[config.mk]
export PLATFORM = sky130hd
export DESIGN_NAME = i2c_frame_packer
export DESIGN_NICKNAME = d
export VERILOG_FILES = /design/src/rtl/i2c_aes_pkg.sv /design/src/rtl/frame_byte_counter.sv /design/src/rtl/i2c_frame_packer.sv
export SDC_FILE = /design/constraint.sdc
export NUM_CORES = 1
export LEC_CHECK = 0
export ABC_AREA = 1
export BUFFER_PORTS_ARGS = -buffer_cell sky130_fd_sc_hd__buf_4
export CAP_MARGIN = 10
export CORE_ASPECT_RATIO = 1.75
export CORE_MARGIN = 2
export CORE_UTILIZATION = 50
export DETAILED_ROUTE_END_ITERATION = 7
export PLACE_DENSITY = 0.85
export SKIP_LAST_GASP = 1
export SLEW_MARGIN = 10
export SYNTH_ARGS = -nofsm -noshare
export SYNTH_HDL_FRONTEND = slang
export SYNTH_HIERARCHICAL = 1
export SYNTH_SLANG_ARGS = --single-unit
[constraint.sdc]
create_clock -name clk -period 4.2 [get_ports clk]
set_input_delay 0.63 -clock clk [delete_from_list [all_inputs] [get_ports clk]]
set_output_delay 0.63 -clock clk [all_outputs]
set_load 0.01 [all_outputs]
[src/rtl/i2c_aes_pkg.sv]
// Shared types and constants for the I2C-to-AES-128 front end.
// Covers FSM state encoding, frame geometry, mode encoding and the slave address.
package i2c_aes_pkg;

    localparam int BLOCK_BYTES = 16;
    localparam int FRAME_BYTES = 2 * BLOCK_BYTES + 1;

    localparam logic       MODE_ENC   = 1'b0;
    localparam logic       MODE_DEC   = 1'b1;
    localparam logic [6:0] SLAVE_ADDR = 7'h6A;

    typedef enum logic [1:0] {
        ST_IDLE,
        ST_COLLECT,
        ST_LAUNCH,
        ST_WAIT_AES
    } state_t;

    // Field that the next incoming byte belongs to.
    typedef enum logic [1:0] {
        FIELD_DATA,
        FIELD_KEY,
        FIELD_MODE,
        FIELD_OVER
    } field_t;

endpackage

[src/rtl/frame_byte_counter.sv]
// Saturating byte index for the write frame.
// Also decodes which field the next byte lands in.
module frame_byte_counter
    import i2c_aes_pkg::*;
#(
    parameter int BLOCK_BYTES = i2c_aes_pkg::BLOCK_BYTES,
    parameter int FRAME_BYTES = i2c_aes_pkg::FRAME_BYTES
) (
    input  logic       clk,
    input  logic       rst,
    input  logic       clear,
    input  logic       inc,
    output logic [5:0] count,
    output field_t     field
);

    localparam logic [5:0] KEY_BASE  = 6'(BLOCK_BYTES);
    localparam logic [5:0] MODE_IDX  = 6'(2 * BLOCK_BYTES);
    localparam logic [5:0] SAT_COUNT = 6'(FRAME_BYTES + 1);

    logic [5:0] count_reg;
    logic [5:0] count_next;

    always_comb begin
        count_next = count_reg;
        if (clear) begin
            count_next = '0;
        end else if (inc && (count_reg != SAT_COUNT)) begin
            count_next = count_reg + 6'd1;
        end
    end

    always_ff @(posedge clk) begin
        if (!rst) begin
            count_reg <= '0;
        end else begin
            count_reg <= count_next;
        end
    end

    always_comb begin
        field = FIELD_OVER;
        if (count_reg < KEY_BASE) begin
            field = FIELD_DATA;
        end else if (count_reg < MODE_IDX) begin
            field = FIELD_KEY;
        end else if (count_reg == MODE_IDX) begin
            field = FIELD_MODE;
        end
    end

    assign count = count_reg;

endmodule

[src/rtl/i2c_frame_packer.sv]
// Packs a 33-byte I2C write frame into AES data/key/mode and launches the core.
// Rejects short, long and malformed frames, and ignores bus traffic while a job runs.
module i2c_frame_packer #(
    parameter int BLOCK_BYTES = i2c_aes_pkg::BLOCK_BYTES,
    parameter int FRAME_BYTES = i2c_aes_pkg::FRAME_BYTES
) (
    input  logic                     clk,
    input  logic                     rst,
    input  logic                     byte_valid,
    input  logic [7:0]               byte_data,
    input  logic                     frame_start,
    input  logic                     frame_stop,
    input  logic                     aes_done,
    output logic                     aes_start,
    output logic [8*BLOCK_BYTES-1:0] aes_data,
    output logic [8*BLOCK_BYTES-1:0] aes_key,
    output logic                     aes_mode,
    output logic                     ack_ok,
    output logic                     busy,
    output logic                     frame_err
);

    import i2c_aes_pkg::*;

    localparam int W = 8 * BLOCK_BYTES;

    state_t             state_reg, state_next;
    logic               frame_err_reg, frame_err_next;
    logic               cnt_clear, cnt_inc, store;
    logic [5:0]         count;
    field_t             field;
    logic               byte_bad;
    logic               stop_len_ok;
    logic [W-1:0]       data_reg, key_reg;
    logic               mode_reg;
    logic [BLOCK_BYTES-1:0] data_we, key_we;

    frame_byte_counter #(
        .BLOCK_BYTES (BLOCK_BYTES),
        .FRAME_BYTES (FRAME_BYTES)
    ) u_counter (
        .clk   (clk),
        .rst   (rst),
        .clear (cnt_clear),
        .inc   (cnt_inc),
        .count (count),
        .field (field)
    );

    // A mode byte may only carry bit 0; anything past the mode byte is overflow.
    assign byte_bad = ((field == FIELD_MODE) && (byte_data[7:1] != 7'd0))
                    || (field == FIELD_OVER);

    // The stop is judged on the count after a byte arriving in the same cycle.
    assign stop_len_ok = byte_valid ? (count == 6'(FRAME_BYTES - 1))
                                    : (count == 6'(FRAME_BYTES));

    always_comb begin
        state_next     = state_reg;
        frame_err_next = frame_err_reg;
        cnt_clear      = 1'b0;
        cnt_inc        = 1'b0;
        store          = 1'b0;
        case (state_reg)
            ST_IDLE: begin
                if (frame_start) begin
                    state_next     = ST_COLLECT;
                    cnt_clear      = 1'b1;
                    frame_err_next = 1'b0;
                end
            end
            ST_COLLECT: begin
                if (frame_start) begin
                    cnt_clear      = 1'b1;
                    frame_err_next = 1'b0;
                end else begin
                    if (byte_valid) begin
                        store   = 1'b1;
                        cnt_inc = 1'b1;
                        if (byte_bad) begin
                            frame_err_next = 1'b1;
                        end
                    end
                    if (frame_stop) begin
                        if (stop_len_ok && !frame_err_next) begin
                            state_next = ST_LAUNCH;
                        end else begin
                            state_next     = ST_IDLE;
                            frame_err_next = 1'b1;
                        end
                    end
                end
            end
            ST_LAUNCH: begin
                state_next = ST_WAIT_AES;
            end
            ST_WAIT_AES: begin
                if (aes_done) begin
                    state_next = ST_IDLE;
                end
            end
            default: begin
                state_next = ST_IDLE;
            end
        endcase
    end

    always_ff @(posedge clk) begin
        if (!rst) begin
            state_reg     <= ST_IDLE;
            frame_err_reg <= 1'b0;
        end else begin
            state_reg     <= state_next;
            frame_err_reg <= frame_err_next;
        end
    end

    for (genvar gi = 0; gi < BLOCK_BYTES; gi++) begin : g_byte_we
        assign data_we[gi] = store && (field == FIELD_DATA) && (count == 6'(gi));
        assign key_we[gi]  = store && (field == FIELD_KEY)
                          && (count == 6'(gi + BLOCK_BYTES));
    end

    // First byte of each field lands in the most significant byte lane.
    always_ff @(posedge clk) begin
        if (!rst) begin
            data_reg <= '0;
            key_reg  <= '0;
            mode_reg <= MODE_ENC;
        end else begin
            for (int i = 0; i < BLOCK_BYTES; i++) begin
                if (data_we[i]) begin
                    data_reg[W-1-8*i -: 8] <= byte_data;
                end
                if (key_we[i]) begin
                    key_reg[W-1-8*i -: 8] <= byte_data;
                end
            end
            if (store && (field == FIELD_MODE)) begin
                mode_reg <= byte_data[0];
            end
        end
    end

    assign aes_start = (state_reg == ST_LAUNCH);
    assign busy      = (state_reg == ST_LAUNCH) || (state_reg == ST_WAIT_AES);
    assign ack_ok    = (state_reg == ST_IDLE)
                    || ((state_reg == ST_COLLECT) && (field != FIELD_OVER));
    assign aes_data  = data_reg;
    assign aes_key   = key_reg;
    assign aes_mode  = mode_reg;
    assign frame_err = frame_err_reg;

endmodule

Yosys cells after proc, flatten, opt, wreduce, memory -nomap -nowiden. Index checks and enable logic that the tools add are counted.

Register bits after elaboration: 266. Input port bits: 14. Output and inout bits: 261.

Add/sub/neg operators: 1. Magnitude comparators: 2. Eq/ne operators: 45. Mux-type cells: 24. Bitwise logic cells: 1. Reduce and logical (&&, ||, !) cells: 52.

Operators with widths (count): equality test 6 x 5 -> 1 bit (second input constant) (16); equality test 6 x 4 -> 1 bit (second input constant) (8); logical AND 1 bit (39); equality test 6 x 3 -> 1 bit (second input constant) (4); 2-to-1 mux 1 bit (15); 2-to-1 mux 2 bit (7); equality test 6 x 2 -> 1 bit (second input constant) (2); equality test 6 bit (second input constant) (2); inequality test 2 bit (second input constant) (5); equality test 2 bit (second input constant) (4); case mux 2 bit (4 select lines) (1); nonzero test 7 bit (1); adder 6 x 1 -> 6 bit (second input constant) (1); equality test 6 x 1 -> 1 bit (second input constant) (1); zero test 6 bit (1); less-than comparator 6 x 5 -> 1 bit (second input constant) (1); less-than comparator 6 bit (second input constant) (1); inequality test 6 bit (second input constant) (1); equality test 2 x 1 -> 1 bit (second input constant) (2); zero test 2 bit (2); AND reduction 4 bit (1); OR reduction 2 bit (2); logical OR 1 bit (3); case mux 1 bit (2 select lines) (1); 4 further kinds (4).

Logic depth before layout (Yosys ltp).
Word-level depth: 17. Mapped depth: 13. Mapped depth without buffers: 11.

Cells and area by module. Netlist, hierarchy kept.

Modules (own cells, without submodules): i2c_frame_packer (instances 1, cells each 1369, area each 10132.2 µm²); frame_byte_counter (instances 1, cells each 54, area each 385.4 µm²).

Worst setup path after synthesis. OpenSTA, ideal clock, no wires.

Path kind: flip-flop to flip-flop. From: register u_counter.count_reg[0] (netlist: u_counter/count[0]). To: register key_reg[5] (netlist: aes_key[5]). Setup time: 135 ps. Arrival time: 1978 ps. Data required time: 4065 ps. Setup slack: 2087 ps. Cell stages (with the launch flop): 13. Buffers on the path: 2. Period minus slack after synthesis: 2113 ps. Cells stage by stage: dfxtp_1 > inv_1 > ha_1 > nand2_1 > nand2_1 > nand2_1 > nand2_1 > nor3_2 > buf_4 > nand3_1 > buf_2 > nor2_1 > a211oi_1.

Word-level cells in the longest chain between the ends: 7. Elaborated cells on any way between the ends: 10. Those cells by class: order compare (2); eq/ne (3); mux (3); reduce/logical (2).

RTL lines: start, declared (RTL line frame_byte_counter.sv:21) `logic [5:0] count_reg;`; start signal, assigned (RTL line frame_byte_counter.sv:37) `count_reg <= count_next;`; parallel branches: the longest is 3 deep, another holds less-than comparator 6 bit; 2-to-1 mux 2 bit (*) (RTL line frame_byte_counter.sv:43) `if (count_reg < KEY_BASE) begin`; named net field[0] (RTL line i2c_frame_packer.sv:31) `field_t field;`; equality test 2 x 1 -> 1 bit (*) (RTL line i2c_frame_packer.sv:120) `assign key_we[gi] = store && (field == FIELD_KEY)`; logical AND 1 bit (*) (RTL line i2c_frame_packer.sv:120); logical AND 1 bit (*) (RTL line i2c_frame_packer.sv:121) `&& (count == 6'(gi + BLOCK_BYTES));`; end signal, assigned by index (RTL line i2c_frame_packer.sv:136) `key_reg[W-1-8*i -: 8] <= byte_data;`; end, declared (RTL line i2c_frame_packer.sv:34) `logic [W-1:0] data_reg, key_reg;`.

Mark *: on every way through the listed nets, which the timed path passes. A chain may end at the register's enable or synchronous reset.

Worst setup path after layout.
From: register u_counter.count_reg[0] (netlist: u_counter/count[0]). To: register key_reg[84] (netlist: aes_key[84]).

The elaborated chain is that of the path after synthesis.

==> flow_summary.yaml <==
sta:
  skew_ps: 6.406
  period_needed_ps: 3066
  rsz0062_at_grt: "false"
  final-max-slew-violation-count: 0
  timing.fmax_ghz: 0.3261
  hold_viol_final: 0
  finalSetupViolCount: 0
  tightestPinTransition_ps: 1138
  whs_ps: 444.1
  setup_tns_ps: 0
  max_slew_margin_pct: 24.12
  finalCritPeriodShare_pct: 73.01
job:
  max_cap_violations: 0
cts:
  cts_max_level: 1
  postCtsSetupRepairBufs: 0
  cts_resized: 0
  clkTransAtPathRegs_ps: 70
  cts_tree: "built"
  root_buffer: "clkbuf_16"
  numCtsBuffers: 23
  clockBufferDepth: 3
  clock_latency_ps: 510
  holdBufCountCts: 0
  cts.sinks: 266
synth:
  synth.avg_cell_area_um2: 7.391
  synthXorXnorAreaFrac_pct: 0.08327
  ys_ff_latch: 266
  synth.area.mux_share_pct: 0
  synth_compound_area_share_pct: 12.04
  yosysWarnings: 6
  synthCells: 1423
  synth.net_count: 1440
  synth-seq-area-share_pct: 50.63
  ys_types: 34
  synthAdderAreaFrac_pct: 0.3569
  synth_top_family_by_area: "simple AND/OR/NAND/NOR gates"
  synth-simple-area-share_pct: 27.23
  synthesis.area_um2: 10520
global_routing:
  grt_use_total_pct: 27.84
  grt_overflow: 0
  antenna_found_initial: 0
  grt_first_pass_wirelength_mm: 49.77
  grt_start_max_net_pins: 147
  grt_pass1_vias: 9389
route:
  first_iter_violations: 741
  dr.pass1.iters: 5
  routed_wl_mm: 32.05
  ant_nets: 0
  vias: 10140
  wl_per_cell_um: 16.82
  viasPerCell: 5.322
  drc_errors: 0
die:
  core-area_um2: 20760
  start_util_pct: 50.67
  die_w_um: 113.6
  rows: 70
  die_h_um: 195.9
  pin_count: 275
  die_area_um2: 22260
layout:
  drive_gt1_share_pct: 21.22
  fill_cells: 1755
  antennaDiodeCount: 0
  fin_nets: 1656
  fin_util_pct: 64.42
  syn_to_final_growth_pct: 27.15
hold_path:
  hold_path.class: "in -> reg"
placed_design:
  hpwl_mm: 20.51
  io_buffers: 274
  gp_congestion: 0.8593
power_and_ir_drop:
  p_clk_share_pct: 46.2
  swShare_pct: 21.94
  ir_worst_vdd_mv: 0.3933
  seq_power_share_pct: 50.7
  switchingPower_mw: 1.094
  pwr-share-comb_pct: 3.1
  leakagePower_nw: 5.839
  power_density_nw_per_um2: 372.8
  p_int_mw: 3.892
worst_setup_path:
  crit_required_ps: 4600
  crit_slowest_cell: "nand4_1"
  arrival_ps: 3460
  crit_buf_inv: 1
  path_common_cell: "nand2_1"
  critPathCaptureType: "flip-flop"
  startpoint_type: "flip-flop"
  max_stage_delay_ps: 760
  crit_fanout: 16
  worst-setup-path-type: "reg -> reg"
  crit_chain: "inv_1 -> ha_1 -> nand2_1 -> nand2_1 -> nand2_1 -> nand2_1 -> nor3_4 -> nand4_1 -> nor2_1 -> nor2_1"
  cp_top_family: "simple AND/OR/NAND/NOR gates"
status:
  outcome: "completed"
-- final timing paths --
path                       from            to  slack (ps)  cells past startpoint
max reg2reg  u_counter/count[0]   aes_key[84]        1130                     10
min reg2reg         aes_key[56]   aes_key[56]         460                      2
max          u_counter/count[0]   aes_key[84]        1130                     10
min                 frame_start  state_reg[0]         440                      3
-- power groups by stage --
stage / Clock [mW] / Combinational (mW) / Sequential (mW)
2_1_floorplan: 0 / 0.0965 / 2.59
5_1_grt: 2.42 / 0.164 / 2.53
3_5_place_dp: 0 / 0.151 / 2.58
4_1_cts: 2.32 / 0.152 / 2.53
6_report: 2.30 / 0.155 / 2.53
3_3_place_gp: 0 / 0.149 / 2.58
-- synthesized netlist by cell type --
cell type | n | share of area, %
a211oi_1 | 72 | 5.1
a21oi_1 | 119 | 5.7
buf_1 | 7 | 0.25
buf_2 | 16 | 0.76
buf_4 | 4 | 0.29
buf_6 | 2 | 0.21
clkbuf_1 | 61 | 2.2
clkbuf_2 | 1 | 0.048
clkinv_1 | 1 | 0.036
dfxtp_1 | 266 | 51
ha_1 | 3 | 0.36
inv_1 | 162 | 5.8
inv_2 | 3 | 0.11
nand2_1 | 326 | 12
nand2_4 | 1 | 0.11
nand3_1 | 77 | 3.7
nand3_2 | 8 | 0.76
nand3_4 | 1 | 0.17
nand3b_1 | 1 | 0.071
nand3b_2 | 1 | 0.11
nand4_1 | 7 | 0.42
nor2_1 | 228 | 8.1
nor2_2 | 4 | 0.24
nor2_4 | 1 | 0.11
nor3_1 | 17 | 0.81
nor3_2 | 9 | 0.86
nor3_4 | 1 | 0.15
o2111ai_1 | 1 | 0.083
o211ai_1 | 1 | 0.071
o21ai_0 | 18 | 0.86
o21bai_1 | 1 | 0.071
o311ai_0 | 1 | 0.083
o31ai_1 | 1 | 0.071
xor2_1 | 1 | 0.083
-- through the flow --
stage,cells,setup WS (ps),power (mW),area [um^2]
finish,1906,1134,4.986,13370
global route,1906,874.1,5.105,13370
CTS,1906,763.3,4.998,13370
detailed placement,1866,855.0,2.736,12560
global placement,1866,994.2,2.734,12560
floorplan,1423,2087,2.682,10520
-- worst min-delay path, stage by stage --
cell and delay, ps:
buf_4 120, nor2_1 50, a21oi_1 120
-- kinds of logic after synthesis --
family,count (synthesis)
AO/OA/AOI/OAI,214
XOR/XNOR,1
AND/OR/NAND/NOR,682
flip-flops,266
adder cells (fa/ha/maj),3
buffers and inverters,257
-- per-layer routing --
layer | track usage, % | up-vias | part of all wire, % | wire length [um]
met5 | 0 | - | 0 | 0
met4 | 15.13 | 0 | 6.0 | 1929
met3 | 4.912 | 124 | 7.2 | 2306
met2 | 48.90 | 448 | 50 | 16140
met1 | 31.68 | 4635 | 36 | 11680
li1 | - | 4937 | - | -
-- area by class of cell --
type                            instances  area [um^2]  share of cell area (%)
Clock buffer                           26        606.8                   4.538
Multi-Input combinational cell        900         4183                   31.28
Sequential cell                       266         5325                   39.82
Inverter                              166        628.1                   4.697
Timing Repair Buffer                  282         2117                   15.83
Tap cell                              252        315.3                   2.358
Clock inverter                         14        197.7                   1.478
-- cell usage in the layout (no fill, tap or decap), drive strengths merged --
cell,n
clkinvlp,1
o21ai,18
nand4,7
a211oi,72
nand2,327
o311ai,1
xor2,1
clkinv,8
o31ai,1
bufinv,5
nand3,86
nor3,27
clkbuf,26
nor2,233
nand3b,2
ha,3
o2111ai,1
o21bai,1
inv,166
buf,282
o211ai,1
a21oi,119
dfxtp,266
Note: power is estimated with default switching activity, not from simulation.
